--- src/rtl/keypad_scanner.sv ---
// 4x4 key matrix scanner: column drive, row synchronizer,
// per-scan lowest-code hit, debounce FSM and ack handshake.
module keypad_scanner #(
  parameter int SCAN_DIV = 4,
  parameter int DEBOUNCE = 3
) (
  input  logic       clock,
  input  logic       reset,
  input  logic [3:0] row,
  input  logic       keyAck,
  output logic [3:0] colSelect,
  output logic [3:0] keyCode,
  output logic       keyValid,
  output logic       keyHeld,
  output logic       overrun
);

  localparam int DW = (SCAN_DIV > 1) ? $clog2(SCAN_DIV) : 1;
  localparam int CW = $clog2(DEBOUNCE + 1) + 1;

  typedef enum logic [1:0] {
    IDLE, CAND, PRESSED, REL
  } state_t;

  state_t        state;
  logic          scanning;
  logic [1:0]    col;
  logic [DW-1:0] dwell;
  logic [3:0]    rs1;
  logic [3:0]    rs;
  logic          acc_hit;
  logic [3:0]    acc_code;
  logic [3:0]    cand;
  logic [CW-1:0] cnt;

  logic          last;
  logic          scan_end;
  logic          col_hit;
  logic [3:0]    col_code;
  logic          sc_hit;
  logic [3:0]    sc_code;
  logic          same;
  logic          cnt_done;
  logic          accept;

  assign colSelect = scanning ? ~(4'b0001 << col) : 4'hF;

  assign last     = scanning && (dwell == DW'(SCAN_DIV - 1));
  assign scan_end = last && (col == 2'd3);

  // Lowest row wins within a column.
  always_comb begin
    col_hit  = 1'b0;
    col_code = 4'h0;
    for (int r = 3; r >= 0; r--) begin
      if (!rs[r]) begin
        col_hit  = 1'b1;
        col_code = {2'(r), col};
      end
    end
  end

  // Codes are not ordered by column, so compare explicitly.
  always_comb begin
    sc_hit  = acc_hit | col_hit;
    sc_code = col_code;
    if (acc_hit && (!col_hit || acc_code < col_code))
      sc_code = acc_code;
  end

  assign same     = sc_hit && (sc_code == cand);
  assign cnt_done = (int'(cnt) + 1) >= DEBOUNCE;
  assign accept   = scan_end && sc_hit &&
                    ((state == IDLE && DEBOUNCE == 1) ||
                     (state == CAND && same && cnt_done));

  always_ff @(posedge clock) begin
    if (reset) begin
      state    <= IDLE;
      scanning <= 1'b0;
      col      <= 2'd0;
      dwell    <= '0;
      rs1      <= 4'hF;
      rs       <= 4'hF;
      acc_hit  <= 1'b0;
      acc_code <= 4'h0;
      cand     <= 4'h0;
      cnt      <= '0;
      keyCode  <= 4'h0;
      keyValid <= 1'b0;
      keyHeld  <= 1'b0;
      overrun  <= 1'b0;
    end else begin
      rs1      <= row;
      rs       <= rs1;
      scanning <= 1'b1;

      if (scanning) begin
        if (last) begin
          dwell <= '0;
          col   <= col + 2'd1;
        end else begin
          dwell <= dwell + DW'(1);
        end
      end

      if (last) begin
        acc_hit  <= scan_end ? 1'b0 : sc_hit;
        acc_code <= sc_code;
      end

      if (accept) begin
        keyCode  <= sc_code;
        keyValid <= 1'b1;
        keyHeld  <= 1'b1;
        if (keyValid && !keyAck)
          overrun <= 1'b1;
      end else if (keyAck) begin
        keyValid <= 1'b0;
      end

      if (scan_end) begin
        case (state)
          IDLE: begin
            if (sc_hit) begin
              cand  <= sc_code;
              cnt   <= CW'(1);
              state <= (DEBOUNCE == 1) ? PRESSED : CAND;
            end
          end
          CAND: begin
            if (!sc_hit) begin
              state <= IDLE;
            end else if (same) begin
              cnt <= cnt + CW'(1);
              if (cnt_done)
                state <= PRESSED;
            end else begin
              cand <= sc_code;
              cnt  <= CW'(1);
            end
          end
          PRESSED: begin
            if (!same) begin
              cnt <= CW'(1);
              if (DEBOUNCE == 1) begin
                state   <= IDLE;
                keyHeld <= 1'b0;
              end else begin
                state <= REL;
              end
            end
          end
          REL: begin
            if (same) begin
              state <= PRESSED;
            end else if (cnt_done) begin
              state   <= IDLE;
              keyHeld <= 1'b0;
            end else begin
              cnt <= cnt + CW'(1);
            end
          end
          default: state <= IDLE;
        endcase
      end
    end
  end

endmodule

--- config.mk ---
export PLATFORM = sky130hd
export DESIGN_NAME = keypad_scanner
export DESIGN_NICKNAME = d
export VERILOG_FILES = /design/src/rtl/keypad_scanner.sv
export SDC_FILE = /design/constraint.sdc
export NUM_CORES = 1
export LEC_CHECK = 0
export BUFFER_PORTS_ARGS = -buffer_cell sky130_fd_sc_hd__buf_2
export CORE_ASPECT_RATIO = 1.75
export CORE_UTILIZATION = 35
export DETAILED_ROUTE_END_ITERATION = 10
export PLACE_DENSITY_LB_ADDON = 0.1
export SLEW_MARGIN = 5
export SYNTH_ARGS = -nofsm -noshare
export SYNTH_HDL_FRONTEND = slang
export SYNTH_SLANG_ARGS = --single-unit
export TNS_END_PERCENT = 50
--- constraint.sdc ---
create_clock -name clock -period 5.4 [get_ports clock]
set_input_delay 1.08 -clock clock [delete_from_list [all_inputs] [get_ports clock]]
set_output_delay 1.08 -clock clock [all_outputs]
set_load 0.005 [all_outputs]
### Word level (Yosys, flattened, before mapping)

Index checks and enable logic that the tools add are counted.

* bits in registers: 34
* bits in latches: 0
* bits in writable memories: 0
* memory bits (read-only): 0
* input port bits: 7
* output and inout bits: 11
* logic and storage cells: 97
* memories: 0

* add/sub/neg operators: 4
* multiply operators: 0
* div/mod/pow operators: 0
* $lt $le $gt $ge: 2
* equal/unequal tests: 15
* shifts and indexed selects: 1
* multiplexer cells: 39
* bitwise logic cells: 2
* reduce and logical (&&, ||, !) cells: 20

Operators by type and width (number)
* $mux 4: 9
* $mux 3: 6
* $mux 2: 8
* $mux 1: 13
* $ne 2x2->1 const B: 6
* $pmux 3 s4: 1
* $reduce_and 6->1: 2
* $logic_and 1x1->1: 9
* $ne 3x3->1 const B: 3
* $eq 2x2->1 const B: 4
* $pmux 2 s4: 1
* $pmux 4 s2: 1
* $reduce_and 5->1: 1
* $add 2x1->2 const B: 2
* $add 3x1->4 const B: 1
* $eq 4x4->1: 1
* $ge 4x2->1 const B: 1
* $lt 4x4->1: 1
* $not 4->4: 1
* $reduce_and 2->1: 2
* $reduce_bool 2->1: 2
* $shl 1x2->4 const A: 1
* $add 3x1->3 const B: 1
* $eq 2x1->1 const B: 1
* 4 further kinds: 5

### Longest topological paths before layout

Gate-level depths: netlist of run 1.

* depth after elaboration: 18
* mapped depth: 12
* gate-level depth less buffers: 12

### Worst setup path before layout of run 1

OpenSTA, ideal clock, no wires.

* path kind: reg2reg
* start point: register rs[2]
* end point: register cnt[1]
* setup time: 0.123 ns
* arrival time: 2.845 ns
* required time: 5.277 ns
* slack: 2.432 ns
* stages on the path, launching flop included: 13
* buffers on the path: 0
* period minus slack after synthesis: 2.968 ns
* path through: dfxtp_1 > and4_4 > nor2_1 > inv_1 > ha_1 > o211ai_1 > and3_1 > o32a_1 > xor2_2 > or4_4 > o211a_1 > o2111ai_1 > o21ai_1

* word-level cells in the longest chain between the ends: 12
* elaborated cells between the ends (all ways): 22

RTL lines
* from (decl): RTL line 30 `logic [3:0] rs;`
* from (signal assigned): RTL line 95 `rs <= rs1;`
* $mux 4 / $mux 1 (equally long branches) (3 in a row): RTL line 56 `if (!rs[r]) begin`
* $lt 4x4->1 / $logic_not 1->1 (equally long branches): RTL line 67 `if (acc_hit && (!col_hit || acc_code < col_code))`
* $logic_or 1x1->1: RTL line 67
* $logic_and 1x1->1: RTL line 67
* $mux 4: RTL line 67
* $eq 4x4->1: RTL line 71 `assign same = sc_hit && (sc_code == cand);`
* $logic_and 1x1->1: RTL line 71
* $mux 3: RTL line 134 `end else if (same) begin`
* $mux 3: RTL line 132 `if (!sc_hit) begin`
* $pmux 3 s4: RTL line 123 `case (state)`
* to (signal assigned): RTL line 135 `cnt <= cnt + CW'(1);`
* to (signal assigned): RTL line 161 `cnt <= cnt + CW'(1);`
* to (decl): RTL line 34 `logic [CW-1:0] cnt;`

Parallel ways exist; a longest one is shown, timed or not. The select of a mux whose other input is x is not followed.
A chain may end at the register's enable or synchronous reset.

### Final worst setup path of run 1

* start point: register rs[2]
* end point: register keyCode[0]

* word-level cells in the longest chain between the ends: 12
* elaborated cells between the ends (all ways): 18

RTL lines
* $mux 4 / $mux 1 (equally long branches) (3 in a row): RTL line 56
* $lt 4x4->1 / $logic_not 1->1 (equally long branches): RTL line 67
* $logic_or 1x1->1: RTL line 67
* $logic_and 1x1->1: RTL line 67
* $mux 4: RTL line 67
* $eq 4x4->1: RTL line 71
* $logic_and 1x1->1: RTL line 71
* $logic_and 1x1->1 (2 in a row): RTL line 75 `(state == CAND && same && cnt_done));`
* $logic_and 1x1->1: RTL line 73 `assign accept = scan_end && sc_hit &&`
* to (signal assigned): RTL line 113 `keyCode <= sc_code;`
* to (decl): RTL line 12 `output logic [3:0] keyCode,`

Parallel ways exist; a longest one is shown, timed or not.

==> metrics, run 1 <==
status=completed; CP Class=reg -> reg; sequential share of the synthesized area=0.394; Die H=94.9 µm; vias in the first global route=1476; Required @ worst endpoint=5.56 ns; Clk Latency, worst-skew pair=0.29 ns; number of port buffers=17; dpl ws=approximately 2.1 ns; Final Cycle Share=0.617; Setup Skew=around 0.0067 ns; commonest non-fill, non-tap cell in the layout=dfxtp_1; CTS resizes=0; final wirelength=3.83 mm; hold_sp=rs1[3]; worst-path maximum fanout=10; syn_area_per_cell=between 8 and 9 µm²; max cap viols=0; # setup viols final=0; worst reg2reg startpoint=rs[2]; Async SR Flop Fraction=0; synth top area cells=dfxtp_1 39%, ha_1 7.3%, nor2_1 5.7%, nand2_1 4.4%, a211oi_1 3.9%; initial core utilization=0.367; # hold bufs at CTS=0; minimum clock period=3.33 ns; Post-synth EDFFs=0; CTS Sinks=34; synthesized instance count=202; max frequency=0.300 GHz; Final nets=238; Residual DRC=0; Die ar.=~5200 µm²; reg2reg path depth=12; Synth cell types=46; Net Count, Synth=219; CTS max path bufs=2; fraction of layout cells with a size suffix above 1=0.185; final hold violations=0; Final ANT Viol Nets=0; Syn. warnings=0; Setup WS post-layout=2.07 ns; final count of pins violating max slew=0; # IOs=18; largest net degree at the start of global routing=32; Root Buffer=clkbuf_8; HPWL Detailed=just under 3 mm; Slew @ Worst Pin=0.904 ns; fin cells=274; peak supply drop=0.000174 V; wire per inst=14.0 µm; clock-pin slew on the worst setup and hold paths=0.07 ns; H-tree levels=2; hold path cells=1; Area Growth Syn to Fin=12.9%; routed via count=around 1500; Core ar.=between 4000 and 5000 µm²; DIE WIDTH=55.1 µm; postcts setup bufs=0; initial antenna violation count=0; CP arrival=3.50 ns; CP startpoint=rs[2]; grt ovf=0; 1st-pass router iterations=4; Leak Pwr=0.790 nW; RSZ-0062 raised after global routing=no; WHS=0.412 ns; Iteration-0 DRC Markers=36; CTS tree=yes; top-area cell type share of the netlist area=0.394; first-pass GRT wire length=approximately 6.1 mm; placed cells=266; Startpoint Class=flip-flop; Mapped Area=1730 µm²; worst hold path class=reg -> reg; via density per instance=roughly 5.5; num rows=33; Slew HR=0.393; Total Routing Usage GR=0.162; Num CTS Buffers=5; area leader, netlist=dfxtp_1; ant diodes=0; PD cells=between 200 and 250 nW/µm²; routability cong.=0.817; Worst Setup End Kind=flip-flop; ys flop type=dfxtp_1; commonest cells after routing, fill and taps aside=34 x dfxtp_1, 26 x nor2_1, 20 x nand2_1, 17 x buf_2, 14 x inv_1; synthesized flop and latch total=34; Sum Neg Setup Slack=0 ns
[state kept, by name (all words and copies together) (netlist names)]
name,count
acc_code,4
acc_hit,1
cand,4
cnt,3
col,2
dwell,2
keyCode,4
keyHeld,1
keyValid,1
overrun,1
rs,4
rs1,4
scanning,1
state,2
[critical path, cell delays in order, from the launching register on]
cell and delay [ns]:
dfxtp_1 0.33, and4_4 0.22, nor2_1 0.24, inv_1 0.08
ha_1 0.28, o211ai_1 0.15, a32oi_1 0.29, o21ai_1 0.23
a221oi_1 0.35, o22ai_2 0.21, nor4_4 0.55, mux2i_1 0.25
nor2_1 0.05
[cell families after synthesis]
| kind of cell | after synthesis | share of synthesized area |
|---|---|---|
| muxes | 4 | 0.0232 |
| AOI/OAI and AO/OA | 53 | 0.218 |
| adders and majority gates | 10 | 0.0725 |
| DFF | 34 | 0.394 |
| xor gates and xnor gates | 2 | 0.0145 |
| buffers and inverters | 19 | 0.0413 |
| and+or+nand+nor | 80 | 0.236 |
[layer usage]
layer  GRT usage  wire length [µm]
met1       0.135              1450
met3      0.0403                99
met4      0.0917               135
met5           0                 0
met2       0.312              2150
[cell type report]
cell class	instances	area [µm²]
multi-input cells	149	973
repair buffers	17	85.1
clock inverters	1	5.00
clock buffers	7	86.3
flip-flops and latches	34	681
inverters	14	52.6
fillers	508	2760
well taps	52	65.1
[Yosys cell counts, types with 3 or more instances]
cell type and n:
nand3_1 3, o21ai_1 3, nand2_1 20, nor3_1 5, a21oi_1 12, o21ai_0 6
nor2b_1 3, ha_1 10, dfxtp_1 34, inv_1 14, or2_2 9, clkbuf_1 5
a211oi_1 9, nor2_1 26, o211ai_1 3, mux2i_1 4
[worst paths after layout]
kind / end / slack, ns
worst max-delay path: keyCode[0] / 2.07
worst min-delay path: rs[3] / 0.41
worst max register to register: keyCode[0] / 2.07
worst min register to register: rs[3] / 0.41
[report_power, final]
part | internal, mW | leakage (nW) | switching [mW] | total (mW)
combinational | 0.0138 | 0.466 | 0.0212 | 0.0350
sequential | 0.256 | 0.277 | 0.00370 | 0.259
clock | 0.103 | 0.0482 | 0.0877 | 0.190
[through the flow]
| step | util | power (mW) | instance area (µm²) |
|---|---|---|---|
| 6_report | 0.414 | 0.485 | 1950 |
| 5_1_grt | 0.414 | 0.505 | 1950 |
| 3_3_place_gp | 0.394 | 0.299 | 1860 |
| 4_1_cts | 0.414 | 0.492 | 1950 |
| 2_1_floorplan | - | 0.290 | 1730 |
| 3_5_place_dp | 0.394 | 0.300 | 1860 |
Note: power is estimated with default switching activity, not from simulation.
==> inputs of run 2 (changes only) <==
==> constraint.sdc (replaced) <==
create_clock -name clock -period 2.95 [get_ports clock]
set_input_delay 0.59 -clock clock [delete_from_list [all_inputs] [get_ports clock]]
set_output_delay 0.59 -clock clock [all_outputs]
set_load 0.005 [all_outputs]
==> run 2 against run 1 <==
Wire length increased by 5.0%; clock power increased by 120%; total power increased by 100%; clock-buffer cell count decreased by 2; fmax increased by 14%; worst hold slack improved by 0.0026 ns.
==> metrics, run 2 (synthesized netlist as in run 1, its figures left out) <==
Tot Pwr=0.973 mW (was 0.485 mW); via density per instance=5.32 (was 5.48); CTS tree=yes (unchanged); number of port buffers=17 (unchanged); Critical-path top delay cell=or4_4 (was nor4_4); status=completed (unchanged); minimum clock period=2.94 ns (was 3.33 ns); Reg2Reg Setup Slack=0.01 ns (was 2.07 ns); reg2reg path depth=12 (unchanged); Total Routing Usage GR=0.178 (was 0.162); Top Usage Layer GRT=met2 (unchanged); cell chain of the critical path=and4_4, nor2_4, inv_2, ha_4, o211ai_1, and3_1, o32a_1, xor2_2, or4_4, o211a_4, o211ai_2, o211a_1 (was and4_4, nor2_1, inv_1, ha_1, o211ai_1, a32oi_1, o21ai_1, a221oi_1, o22ai_2, nor4_4, mux2i_1, nor2_1); Clk Latency, worst-skew pair=0.29 ns (about the same); RSZ-0062 raised after global routing=yes (was no); ant diodes=0 (unchanged); Setup WS post-layout=0.0143 ns (was 2.07 ns); Iteration-0 DRC Markers=32 (was 36); peak supply drop=0.000350 V (was 0.000174 V); commonest cells after routing, fill and taps aside=29 x dfxtp_1, 25 x nor2_1, 20 x nand2_1, 17 x buf_2, 15 x buf_4 (was 34 x dfxtp_1, 26 x nor2_1, 20 x nand2_1, 17 x buf_2, 14 x inv_1); 1st-pass router iterations=4 (unchanged); Setup crit end=cnt[0] (was keyCode[0]); PD cells=451 nW/µm² (was 249 nW/µm²); WHS=0.415 ns (was 0.412 ns); CP arrival=3.17 ns (was 3.50 ns); Area after DPL=1950 µm² (was 1860 µm²); Worst path max stage delay=0.47 ns (was 0.55 ns); Die ar.=5230 µm² (unchanged); Int Pwr=0.749 mW (was 0.372 mW); Num CTS Buffers=5 (unchanged); vias in the first global route=1541 (was 1476); num rows=33 (unchanged); Die H=94.9 µm (unchanged); final count of pins violating max slew=0 (unchanged); Final Cycle Share=0.995 (was 0.617); worst reg2reg startpoint=rs[3] (was rs[2]); GRT met3 Usage=0.0467 (was 0.0403); HPWL Detailed=3.04 mm (was 2.96 mm); worst hold path class=reg -> reg (unchanged); # setup viols final=0 (unchanged); commonest non-fill, non-tap cell in the layout=dfxtp_1 (unchanged); # IOs=18 (unchanged); Leak Pwr=0.874 nW (was 0.790 nW); Sequential Power Share=0.488 (was 0.535); initial core utilization=0.367 (unchanged); dpl ws=-0.0486 ns (was 2.06 ns); fraction of layout cells with a size suffix above 1=0.316 (was 0.185); Required @ worst endpoint=3.19 ns (was 5.56 ns); max frequency=0.341 GHz (was 0.300 GHz); grt ovf=0 (unchanged); met1 global-route usage=0.169 (was 0.135); Final ANT Viol Nets=0 (unchanged); CP Class=reg -> reg (unchanged); fin area=2160 µm² (was 1950 µm²); Slew HR=0.572 (was 0.393); GR Util met2=0.329 (was 0.312); worst-path maximum fanout=5 (was 10); clock-pin slew on the worst setup and hold paths=0.07 ns (about the same); first-pass GRT wire length=6.58 mm (was 6.08 mm); CP startpoint=rs[3] (was rs[2]); routability cong.=0.792 (was 0.817); Core ar.=4710 µm² (unchanged); wire per inst=13.9 µm (was 14.0 µm); largest net degree at the start of global routing=32 (unchanged); H-tree levels=2 (unchanged); CTS max path bufs=2 (unchanged); Final nets=253 (was 238); Root Buffer=clkbuf_8 (unchanged); Clk network pwr share=0.433 (was 0.393); initial antenna violation count=0 (unchanged); final hold violations=0 (unchanged); DIE WIDTH=55.1 µm (unchanged); Worst Setup End Kind=flip-flop (unchanged); Setup Skew=0.0101 ns (was 0.00668 ns); NetSw=0.224 mW (was 0.113 mW); Slew @ Worst Pin=0.635 ns (was 0.904 ns); Residual DRC=0 (unchanged); Area Growth Syn to Fin=25.1% (was 12.9%); max cap viols=0 (unchanged); Sw Share=0.230 (was 0.232); Startpoint Class=flip-flop (unchanged); RR Endpoint=cnt[0] (was keyCode[0]); combinational share of power=0.079 (was 0.072); CTS Sinks=34 (unchanged); final wirelength=4.02 mm (was 3.83 mm); routed via count=1538 (was 1502)
run 2: worst min-delay path by stage:
stage,slack (ns),startpoint,cells past startpoint,end
final,0.41,rs1[0],1,rs[0]
after global routing,0.43,rs1[0],1,rs[0]
after CTS,0.42,rs1[3],1,rs[3]
after detailed placement,0.40,rs1[3],1,rs[3]
after floorplan,0.39,rs1[0],1,rs[0]
after global placement,0.40,rs1[3],1,rs[3]
run 2: per-layer routing:
layer	wire, µm	part of all wire	up-vias
met5	0	0	-
met1	1530	0.38	726
li1	-	-	786
met3	88	0.022	6
met2	2320	0.58	20
met4	83	0.021	0
run 2: area by class of cell:
class / count / area [µm²]
clock buffers: 5 / 68.8
clock inverters: 3 / 40.0
fillers: 486 / 2550
inverters: 14 / 52.6
multi-input cells: 149 / 1040
flip-flops and latches: 34 / 689
well taps: 52 / 65.1
repair buffers: 32 / 198
run 2: power groups by stage:
stage	clock [mW]	combinational (mW)	sequential, mW
after floorplan	0	0.0490	0.483
after global placement	0	0.0693	0.484
after detailed placement	0	0.0718	0.485
after CTS	0.435	0.0735	0.475
after global routing	0.454	0.0857	0.476
final	0.421	0.0770	0.475
run 2: what timing repair did:
item                       4_1_cts  5_1_grt
pin swaps                        6       12
resized for setup                8       14
buffers inserted                 0        3
hold endpoints to repair         0        0
setup endpoints to repair        4       12
hold buffers                     0        0
run 2: through the flow:
| stage | TNS, ns | util | cells |
|---|---|---|---|
| 2_1_floorplan | 0 | - | 202 |
| 3_3_place_gp | 0 | 0.414 | 278 |
| 3_5_place_dp | -0.0961 | 0.414 | 278 |
| 4_1_cts | 0 | 0.442 | 286 |
| 5_1_grt | -0.821 | 0.459 | 289 |
| 6_report | 0 | 0.459 | 289 |
run 2: critical path, delay by kind of cell, from the launching register on:
| kind | cells | cell delay (ns) |
|---|---|---|
| adders and majority gates | 1 | 0.25 |
| buffers and inverters | 1 | 0.05 |
| AOI/OAI and AO/OA | 5 | 1.10 |
| and+or+nand+nor | 4 | 0.97 |
| DFF | 1 | 0.36 |
| xor gates and xnor gates | 1 | 0.16 |
==> inputs of run 3 (changes only) <==
--- a/config.mk
+++ b/config.mk
@@ -5,6 +5,7 @@
 export SDC_FILE = /design/constraint.sdc
 export NUM_CORES = 1
 export LEC_CHECK = 0
+export ABC_AREA = 1
 export BUFFER_PORTS_ARGS = -buffer_cell sky130_fd_sc_hd__buf_2
 export CORE_ASPECT_RATIO = 1.75
 export CORE_UTILIZATION = 35
==> run 3 against run 2 <==
Clock skew shrank 0.0071 ns; cell count grew 12%; clock power shrank 17%; register-to-register slack gained 0.33 ns; clock-buffer cell count grew 2; sequential power is essentially flat; critical path type unchanged; largest cell class unchanged; highest routed layer unchanged.
==> metrics, run 3 <==
minimum clock period=2.61 ns (was 2.94 ns); DIE WIDTH=56.4 µm (was 55.1 µm); max frequency=0.383 GHz (was 0.341 GHz); Slew @ Worst Pin=0.582 ns (was 0.635 ns); clock-pin slew on the worst setup and hold paths=0.07 ns (about the same); most numerous cell in the Yosys netlist=inv_1 (was dfxtp_1); reg2reg path depth=25 (was 12); Area Growth Syn to Fin=13.7% (was 25.1%); Setup Skew=0.00305 ns (was 0.0101 ns); NetSw=0.218 mW (was 0.224 mW); Clk network pwr share=0.387 (was 0.433); Startpoint Class=flip-flop (unchanged); # IOs=18 (unchanged); Post-synth EDFFs=0 (unchanged); peak supply drop=0.000242 V (was 0.000350 V); ant diodes=0 (unchanged); final hold violations=0 (unchanged); CTS max path bufs=2 (unchanged); area leader, netlist=dfxtp_1 (unchanged); Leak Pwr=1.03 nW (was 0.874 nW); syn_area_per_cell=7.34 µm² (was 8.54 µm²); post-layout util=0.414 (was 0.459); Final ANT Viol Nets=0 (unchanged); num rows=34 (was 33); PD cells=437 nW/µm² (was 451 nW/µm²); first-pass GRT wire length=6.64 mm (was 6.58 mm); Syn. warnings=0 (unchanged); Commonest cells post-synth=43 x inv_1, 37 x nand2_1, 34 x dfxtp_1 (was 34 x dfxtp_1, 26 x nor2_1, 20 x nand2_1); top-area cell type share of the netlist area=0.375 (was 0.394); via density per instance=4.77 (was 5.32); Synth cell types=27 (was 46); initial antenna violation count=0 (unchanged); Sequential Power Share=0.527 (was 0.488); synthesized instance count=247 (was 202); CP startpoint=rs[0] (was rs[3]); Die ar.=5480 µm² (was 5230 µm²); CP arrival=2.79 ns (was 3.17 ns); Setup crit end=cnt[1] (was cnt[0]); max cap viols=0 (unchanged); Residual DRC=0 (unchanged); Async SR Flop Fraction=0 (unchanged); status=completed (unchanged); fin area=2060 µm² (was 2160 µm²); RR Endpoint=cnt[1] (was cnt[0]); Reg2Reg Setup Slack=0.34 ns (was 0.01 ns); final count of pins violating max slew=0 (unchanged); synthesized flop and latch total=34 (unchanged); Net Count, Synth=264 (was 219); combinational share of power=0.086 (was 0.079); # setup viols final=0 (unchanged); Final nets=286 (was 253); CP Class=reg -> reg (unchanged); Area after DPL=1960 µm² (was 1950 µm²); postcts setup bufs=0 (unchanged); Num CTS Buffers=5 (unchanged); Iteration-0 DRC Markers=44 (was 32); 1st-pass router iterations=4 (unchanged); commonest cells after routing, fill and taps aside=43 x inv_1, 37 x nand2_1, 34 x dfxtp_1, 24 x nor2_1 (was 29 x dfxtp_1, 25 x nor2_1, 20 x nand2_1, 17 x buf_2, 15 x buf_4); CTS tree=yes (unchanged); Sum Neg Setup Slack=0 ns (unchanged); Slew HR=0.612 (was 0.572); synth top area cells=dfxtp_1 38%, inv_1 8.9%, nand2_1 7.7%, ha_1 6.9%, nor2_1 5.2% (was dfxtp_1 39%, ha_1 7.3%, nor2_1 5.7%, nand2_1 4.4%, a211oi_1 3.9%); Mapped Area=1810 µm² (was 1730 µm²); routed via count=1544 (was 1538); Tot Pwr=0.902 mW (was 0.973 mW); Clk Latency, worst-skew pair=0.28 ns (was 0.29 ns); Final Cycle Share=0.885 (was 0.995); worst reg2reg startpoint=rs[0] (was rs[3]); fraction of layout cells with a size suffix above 1=0.222 (was 0.316); Root Buffer=clkbuf_8 (unchanged); Worst Setup End Kind=flip-flop (unchanged); wire per inst=12.0 µm (was 13.9 µm); Total Routing Usage GR=0.156 (was 0.178); sequential share of the synthesized area=0.375 (was 0.394); largest net degree at the start of global routing=20 (was 32); H-tree levels=2 (unchanged); worst-path maximum fanout=7 (was 5); CTS Sinks=34 (unchanged); worst hold path class=reg -> reg (unchanged); final wirelength=3.88 mm (was 4.02 mm); Die H=97.2 µm (was 94.9 µm); vias in the first global route=1529 (was 1541); HPWL Detailed=3.04 mm (about the same); Required @ worst endpoint=3.13 ns (was 3.19 ns); ys flop type=dfxtp_1 (unchanged); Sw Share=0.242 (was 0.230); Core ar.=4980 µm² (was 4710 µm²); number of port buffers=17 (unchanged); grt ovf=0 (unchanged); routability cong.=0.793 (was 0.792); commonest non-fill, non-tap cell in the layout=inv_1 (was dfxtp_1); initial core utilization=0.364 (was 0.367); Int Pwr=0.684 mW (was 0.749 mW)
[run 3: changes by cell type in the layout (fill, tap and decap cells not counted), sizes merged, moves of 7 or more]
cell | before | now
nand3 | 3 | 20
buf | 32 | 19
o21ai | 9 | 16
inv | 14 | 45
a211oi | 9 | 2
nand2 | 20 | 49
[run 3: repair_timing]
| item | in CTS | in global routing |
|---|---|---|
| hold endpoints to repair | 0 | 0 |
| resized for setup | 0 | 2 |
| hold buffers | 0 | 0 |
| endpoints found under the setup margin | 0 | 10 |
[run 3: stage by stage]
| stage | setup slack, ns | std cells | hold slack [ns] |
|---|---|---|---|
| after CTS | 0.273 | 324 | 0.413 |
| after global routing | -0.00797 | 324 | 0.432 |
| after detailed placement | 0.300 | 316 | 0.395 |
| after floorplan | 0.597 | 247 | 0.389 |
| final | 0.340 | 324 | 0.410 |
| after global placement | 0.340 | 316 | 0.391 |
[run 3: power by group through the flow]
stage | combinational (mW) | clock [mW] | sequential (mW)
5_1_grt | 0.0900 | 0.385 | 0.476
4_1_cts | 0.0785 | 0.366 | 0.475
3_5_place_dp | 0.0782 | 0 | 0.486
2_1_floorplan | 0.0616 | 0 | 0.482
6_report | 0.0774 | 0.349 | 0.476
3_3_place_gp | 0.0775 | 0 | 0.486
[run 3: per-layer routing]
metal | vias up | wire length (µm) | global-route usage
li1 | 820 | - | -
met1 | 699 | 1570 | 0.148
met2 | 15 | 2120 | 0.301
met3 | 10 | 60 | 0.0293
met4 | 0 | 129 | 0.0863
met5 | - | 0 | 0
[run 3: worst min-delay path by stage]
stage,start,cells after the start,end,slack (ns)
after detailed placement,rs1[0],1,rs[0],0.40
after CTS,rs1[1],1,rs[1],0.41
after global routing,rs1[3],1,rs[3],0.43
after floorplan,rs1[0],1,rs[0],0.39
after global placement,rs1[0],1,rs[0],0.39
final,rs1[1],1,rs[1],0.41
[run 3: cell families (layout without fill, tap and decap cells)]
kind of cell | after synthesis | in the layout | synth area share
AND/OR/NAND/NOR | 113 | 113 | 0.329
flip-flops | 34 | 34 | 0.375
XOR/XNOR | 1 | 1 | 0.00483
adder cells (fa/ha/maj) | 10 | 10 | 0.0690
buffers and inverters | 49 | 72 | 0.102
AO/OA/AOI/OAI | 40 | 40 | 0.120
[run 3: area by class of cell]
| cell class | instances | area (µm²) |
|---|---|---|
| repair buffers | 19 | 100 |
| clock inverters | 1 | 5.00 |
| well taps | 54 | 67.6 |
| multi-input cells | 164 | 953 |
| fillers | 549 | 2920 |
| clock buffers | 7 | 86.3 |
| flip-flops and latches | 34 | 681 |
| inverters | 45 | 169 |
[run 3: worst max-delay path: stages, from the launching register on]
cell and delay, ns:
dfxtp_1 0.32, nand2_2 0.08, inv_2 0.04, nand2_4 0.09, inv_1 0.07, nor2_2 0.12, inv_1 0.08, ha_1 0.27
nand2_1 0.07, nand2_1 0.05, nand2_1 0.06, nand2_2 0.06, nand2_4 0.10, nand2_4 0.08, nand2_2 0.09, nand2_1 0.06
nand2_1 0.06, nand2_1 0.08, nor2_4 0.14, nand3_2 0.14, nor2_2 0.15, nor2_2 0.06, nand2_2 0.09, nand2_1 0.05
nand2_1 0.05, nor2_1 0.04
